**config.mk**
```make
export PLATFORM = sky130hd
export DESIGN_NAME = dyt_sram_arbiter
export DESIGN_NICKNAME = d
export VERILOG_FILES = /design/src/rtl/dyt_sram_arbiter.sv
export SDC_FILE = /design/constraint.sdc
export NUM_CORES = 1
export LEC_CHECK = 0
export CAP_MARGIN = 20
export CORE_MARGIN = 2
export CORE_UTILIZATION = 44
export CTS_CLUSTER_SIZE = 14
export DETAILED_ROUTE_END_ITERATION = 10
export PLACE_DENSITY = 0.89
export SYNTH_ARGS = -nofsm -noshare
export SYNTH_HDL_FRONTEND = slang
export SYNTH_SLANG_ARGS = --single-unit
```
**constraint.sdc**
```tcl
create_clock -name clk -period 9.2 [get_ports clk]
set_input_delay 2.76 -clock clk [delete_from_list [all_inputs] [get_ports clk]]
set_output_delay 2.76 -clock clk [all_outputs]
set_load 0.1 [all_outputs]
```
**src/rtl/dyt_sram_arbiter.sv**
```systemverilog
// rtl/dyt_sram_arbiter.sv - instruction/data port arbiter and sequencer for the single-port SRAM wrapper
// Define SRAM_ARB_RR_EN for round-robin arbitration; default is fixed data-over-instruction priority.
module dyt_sram_arbiter #(
  parameter int READ_LATENCY = 1,
  parameter int DATA_WIDTH   = 32,
  parameter int ADDR_WIDTH   = 32,
  parameter int BYTE_LANES   = 4
) (
  input  logic                  clk,
  input  logic                  rst,
  input  logic                  ireq,
  input  logic [ADDR_WIDTH-1:0] iaddr,
  output logic                  iack,
  output logic [DATA_WIDTH-1:0] irdata,
  input  logic                  dren,
  input  logic [BYTE_LANES-1:0] dwen,
  input  logic [ADDR_WIDTH-1:0] daddr,
  input  logic [DATA_WIDTH-1:0] dwdata,
  output logic                  dack,
  output logic [DATA_WIDTH-1:0] drdata,
  output logic [ADDR_WIDTH-1:0] sram_address,
  output logic [DATA_WIDTH-1:0] sram_w_data,
  output logic [BYTE_LANES-1:0] sram_wen,
  output logic                  sram_ren,
  input  logic [DATA_WIDTH-1:0] sram_r_data,
  output logic                  busy
);
  localparam int CNT_W = $clog2(READ_LATENCY + 2);
  localparam logic GNT_INSTR = 1'b0;
  localparam logic GNT_DATA  = 1'b1;

  typedef enum logic [1:0] {IDLE, WRITE, READ, RESP} state_t;

  state_t                state_q, state_d;
  logic [CNT_W-1:0]      cnt_q, cnt_d;
  logic                  grant_q, grant_d;
  logic                  last_grant_q, last_grant_d;
  logic                  iack_q, iack_d;
  logic                  dack_q, dack_d;
  logic [DATA_WIDTH-1:0] irdata_q, irdata_d;
  logic [DATA_WIDTH-1:0] drdata_q, drdata_d;
  logic [ADDR_WIDTH-1:0] sram_address_q, sram_address_d;
  logic [DATA_WIDTH-1:0] sram_w_data_q, sram_w_data_d;
  logic [BYTE_LANES-1:0] sram_wen_q, sram_wen_d;
  logic                  sram_ren_q, sram_ren_d;
  logic                  busy_q, busy_d;

  logic dreq;
  logic any_req;
  logic pick_data;
  logic read_done;

  assign dreq    = dren | (|dwen);
  assign any_req = ireq | dreq;

`ifdef SRAM_ARB_RR_EN
  // On contention the port that did not win last time gets the SRAM.
  assign pick_data = dreq && (!ireq || (last_grant_q == GNT_INSTR));
`else
  assign pick_data = dreq;
`endif

  // Last READ cycle: the wrapper output has settled after READ_LATENCY enabled edges.
  assign read_done = (cnt_q == CNT_W'(READ_LATENCY));

  always_ff @(posedge clk or posedge rst) begin
    if (rst) begin
      state_q        <= IDLE;
      cnt_q          <= '0;
      grant_q        <= GNT_INSTR;
      last_grant_q   <= GNT_INSTR;
      iack_q         <= 1'b0;
      dack_q         <= 1'b0;
      irdata_q       <= '0;
      drdata_q       <= '0;
      sram_address_q <= '0;
      sram_w_data_q  <= '0;
      sram_wen_q     <= '0;
      sram_ren_q     <= 1'b0;
      busy_q         <= 1'b0;
    end else begin
      state_q        <= state_d;
      cnt_q          <= cnt_d;
      grant_q        <= grant_d;
      last_grant_q   <= last_grant_d;
      iack_q         <= iack_d;
      dack_q         <= dack_d;
      irdata_q       <= irdata_d;
      drdata_q       <= drdata_d;
      sram_address_q <= sram_address_d;
      sram_w_data_q  <= sram_w_data_d;
      sram_wen_q     <= sram_wen_d;
      sram_ren_q     <= sram_ren_d;
      busy_q         <= busy_d;
    end
  end

  always_comb begin
    state_d      = state_q;
    cnt_d        = cnt_q;
    grant_d      = grant_q;
    last_grant_d = last_grant_q;
    case (state_q)
      IDLE: begin
        if (any_req) begin
          grant_d      = pick_data ? GNT_DATA : GNT_INSTR;
          last_grant_d = pick_data ? GNT_DATA : GNT_INSTR;
          if (pick_data && (|dwen)) begin
            state_d = WRITE;
          end else begin
            state_d = READ;
            cnt_d   = '0;
          end
        end
      end
      WRITE: state_d = RESP;
      READ: begin
        cnt_d = cnt_q + CNT_W'(1);
        if (read_done) state_d = RESP;
      end
      RESP:    state_d = IDLE;
      default: state_d = IDLE;
    endcase
  end

  always_comb begin
    sram_address_d = sram_address_q;
    sram_w_data_d  = sram_w_data_q;
    sram_wen_d     = '0;
    sram_ren_d     = 1'b0;
    irdata_d       = irdata_q;
    drdata_d       = drdata_q;
    iack_d         = 1'b0;
    dack_d         = 1'b0;
    busy_d         = (state_d != IDLE);
    case (state_q)
      IDLE: begin
        if (any_req) begin
          if (pick_data) begin
            sram_address_d = daddr;
            sram_w_data_d  = dwdata;
            if (|dwen) sram_wen_d = dwen;
            else       sram_ren_d = 1'b1;
          end else begin
            sram_address_d = iaddr;
            sram_ren_d     = 1'b1;
          end
        end
      end
      READ: begin
        if (read_done) begin
          if (grant_q == GNT_DATA) drdata_d = sram_r_data;
          else                     irdata_d = sram_r_data;
        end else begin
          sram_ren_d = 1'b1;
        end
      end
      default: ;
    endcase
    if (state_d == RESP) begin
      iack_d = (grant_q == GNT_INSTR);
      dack_d = (grant_q == GNT_DATA);
    end
  end

  assign iack         = iack_q;
  assign dack         = dack_q;
  assign irdata       = irdata_q;
  assign drdata       = drdata_q;
  assign sram_address = sram_address_q;
  assign sram_w_data  = sram_w_data_q;
  assign sram_wen     = sram_wen_q;
  assign sram_ren     = sram_ren_q;
  assign busy         = busy_q;

endmodule

```
==> reports/summary.md <==
The flow ran to the end, and the final reports show no timing, DRC or antenna violations. The sort of element at the end of the critical path is a register. The tool flagged a number of max-cap violations equal to 0. Along the worst path, the maximum fanout reaches 64.

The critical path required time was 9.49 ns; the growth of design area from synthesis to finish was 60.47%. The final antenna-violating net count was 0; the largest stage delay on the critical path was 0.65 ns. The floorplan step defined a die boundary enclosing 0.01376 mm2. The estimated wirelength of the detail-placed design was 11.19 mm; the first-pass GRT wire length was 23.18 mm.

The synthesized instance count was 371; the remaining routing DRC violations was 0. The number of setup violations in the final report was 0. The unique cell type count in the Yosys netlist is 33, and the final estimated routing congestion in global placement is 0.8279. The tools report the number of global-route vias before repair as 4507. The later pin in the worst-skew pair is clocked with a latency of 0.41 ns. The final routed wire length divided by cell count works out to 18.34 um. Adding up every negative setup slack in the final design gives 0 ns. STA classifies the critical path startpoint as an input port. The total number of vias is 4233, and the clock-pin slew reported for the worst setup and hold paths after clock tree synthesis is 0.06 ns. Number of antenna repair diodes: 0. The launching point of the worst reg2reg path is state_q[0]. After global routing the overflow that remains totals 0. The fraction of synthesis flops using an asynchronous set or reset pin works out to 1.000. The width of the die is 117.3 um, and the synthesis warning total is 0. Library cell occupying the most area in the post-synthesis netlist: dfrtp_1. The flip-flop and latch count after synthesis came out at 141.

The run gives 0 as the number of gates resized after cts. The share of the cycle needed by the critical path after routing was 0.5417; the post-layout minimum cycle time was 4.984 ns. Number of nets in the layout: 784. The tools report the post-CTS setup repair buffer count as 0. Setup skew after layout: 0.006749 ns.

The critical path goes through clkdlybuf4s50_1, or4_1, buf_4, o21ai_4, buf_4, mux2_2. The run gives 0 as the count of endpoints failing hold in the final timing report. In this run the worst setup path begins at dwen[3]. Using the TritonRoute via totals, the vias-per-cell ratio works out to 5.112. The detailed-route wire length came out at 15.19 mm.

Average instance area after synthesis: 15.22 um2. TritonCTS built the clock tree. The logs give 2 for the number of buffers on the longest clock path and 141 for the clock sink count.

The logs give 0.005647 mm2 for the post-synthesis instance area and 218 for the number of design-rule violations left by the first detailed-router iteration. Depth of the worst register-to-register path: 5. Ranked by total cell area, the synthesized netlist is headed by dfrtp_1, mux2_2, o221a_2.

Counting flops with a built-in enable in the synthesized netlist gives 0. The tools report the normalized max-slew margin as 0.3125. After synthesis, the most frequently instantiated cells are dfrtp_1, mux2_2, or3_1, o221a_2, clkbuf_1.

The number of buffers created by CTS came out at 17. The logs give 5.27 ns for the worst path arrival time and 0.01257 mm2 for the placeable core region. The worst-margin pin slew is 1.028 ns.

For the global-route usage over all layers, the log shows 0.2256. The critical path is of the in2reg type. Derived from the worst setup path, the maximum achievable clock frequency is 200.6 MHz. During placement, the flow inserted port buffers numbering 271. The run gives 0 as the number of antenna violations at the first check in global routing.

The tools report the worst setup path endpoint as sram_w_data[3]. For the sequential cell area fraction in the yosys report, the log shows 0.6249. The tree is rooted in a clkbuf_16. The pre-antenna-repair detailed-routing pass consisted of 4 iterations. The run gives 272 as the I/O pin count. The share of layout cells above drive strength 1 was 0.2393. For the number of pins exceeding their max-slew limit in the final report, the log shows 0. Setup repair after global routing left no endpoint under its margin. The worst hold path belongs to the class reg2reg. For this design, the CTS-stage hold fixing added 0 buffers. The starting density of the core was 0.4493. For this design, the slowest cell found on the critical path is buf_4. Setup slack on the worst reg-to-reg path comes out at 6.61 ns. The H-tree level count came out at 4. The net count after synthesis was 511. The tools report the terminus of the critical flop-to-flop path as sram_address[18]. The die boundary height was 117.3 um; the area share of the largest cell type after synthesis was 0.6249. The most repeated cell in the gate-level netlist after synthesis is dfrtp_1. Row generation in the floorplan step produced 41 rows. The cell that appears most often on the critical path is buf_4. Pin count of the biggest net entering global routing: 87.

The most common flop cell mapped by yosys was dfrtp_1.
## flip-flops by register name, summed over array words and instances, names as in the netlist
signal,count
drdata,32
irdata,32
sram_address,32
sram_w_data,32
sram_wen,4
cnt_q,2
state_q,2
busy,1
dack,1
grant_q,1
iack,1
sram_ren,1
## layer usage
metal / routed length, um / GRT usage / vias up
li1: - / - / 1922
met5: 0 / 0 / -
met2: 8139 / 0.4000 / 186
met4: 253 / 0.07922 / 0
met3: 1172 / 0.08084 / 21
met1: 5620 / 0.2504 / 2104
## layout make-up
class / instances / area, um2
clock buffer: 23 / 457.9
clock inverter: 8 / 92.59
fill: 865 / 3507
inverter: 7 / 31.28
multi-input combinational: 199 / 1951
sequential: 141 / 3528
tap: 172 / 215.2
timing repair buffer: 278 / 2785
## worst min path at each step
stage                       start    to  slack [ns]  depth (start not counted)
after detailed placement  grant_q  iack        0.47                          1
final                     grant_q  iack        0.48                          1
after CTS                 grant_q  iack        0.48                          1
after floorplan           grant_q  iack        0.44                          1
after global routing      grant_q  iack        0.50                          1
after global placement    grant_q  iack        0.46                          1
## kinds of logic (layout without fill, tap and decap cells)
kind of cell,count (synthesis),in the layout,share of synthesized area
flops,141,141,0.6249
mux,96,96,0.1981
simple gates,55,55,0.05717
compound gates,44,44,0.07933
buf+inv,31,316,0.03168
fa+ha+maj,4,4,0.008864
## metrics by stage
| step | std cells | utilization | cell area, um2 | setup WS [ns] | hold WS (ns) |
|---|---|---|---|---|---|
| after global placement | 796 | 0.6750 | 8483 | 3.914 | 0.4632 |
| final | 828 | 0.7210 | 9061 | 4.216 | 0.4807 |
| after detailed placement | 796 | 0.6750 | 8483 | 3.821 | 0.4702 |
| after floorplan | 371 | - | 5647 | 2.659 | 0.4365 |
| after global routing | 828 | 0.7210 | 9061 | 4.145 | 0.4984 |
| after CTS | 827 | 0.7188 | 9034 | 4.260 | 0.4824 |
## layout by cell type (no fill, tap or decap), types with 2 or more instances in the layout
master,synthesis,layout
mux2_2,79,79
clkdlybuf4s50_1,0,271
clkbuf_16,0,17
clkinv_2,0,5
mux2_1,7,7
o221a_2,32,32
or3_1,33,33
mux2_4,10,10
bufinv_16,0,2
dfrtp_1,141,141
nor3_1,5,5
nor2_1,3,3
inv_1,7,6
o21ai_0,3,3
clkbuf_1,12,5
and2_1,5,5
buf_4,1,6
ha_1,4,4
nand2_1,3,3
nand3_1,2,2
a32o_1,2,2
## worst max-delay path, delay by kind of cell
| family | cells | cell delay (ns) |
|---|---|---|
| buffers and inverters | 3 | 1.37 |
| AND/OR/NAND/NOR | 1 | 0.54 |
| AO/OA/AOI/OAI | 1 | 0.15 |
| multiplexers | 1 | 0.42 |
Power is left out: the tool's default activity adds up to more than one toggle a clock period on the data nets, which glitch-free logic cannot reach.
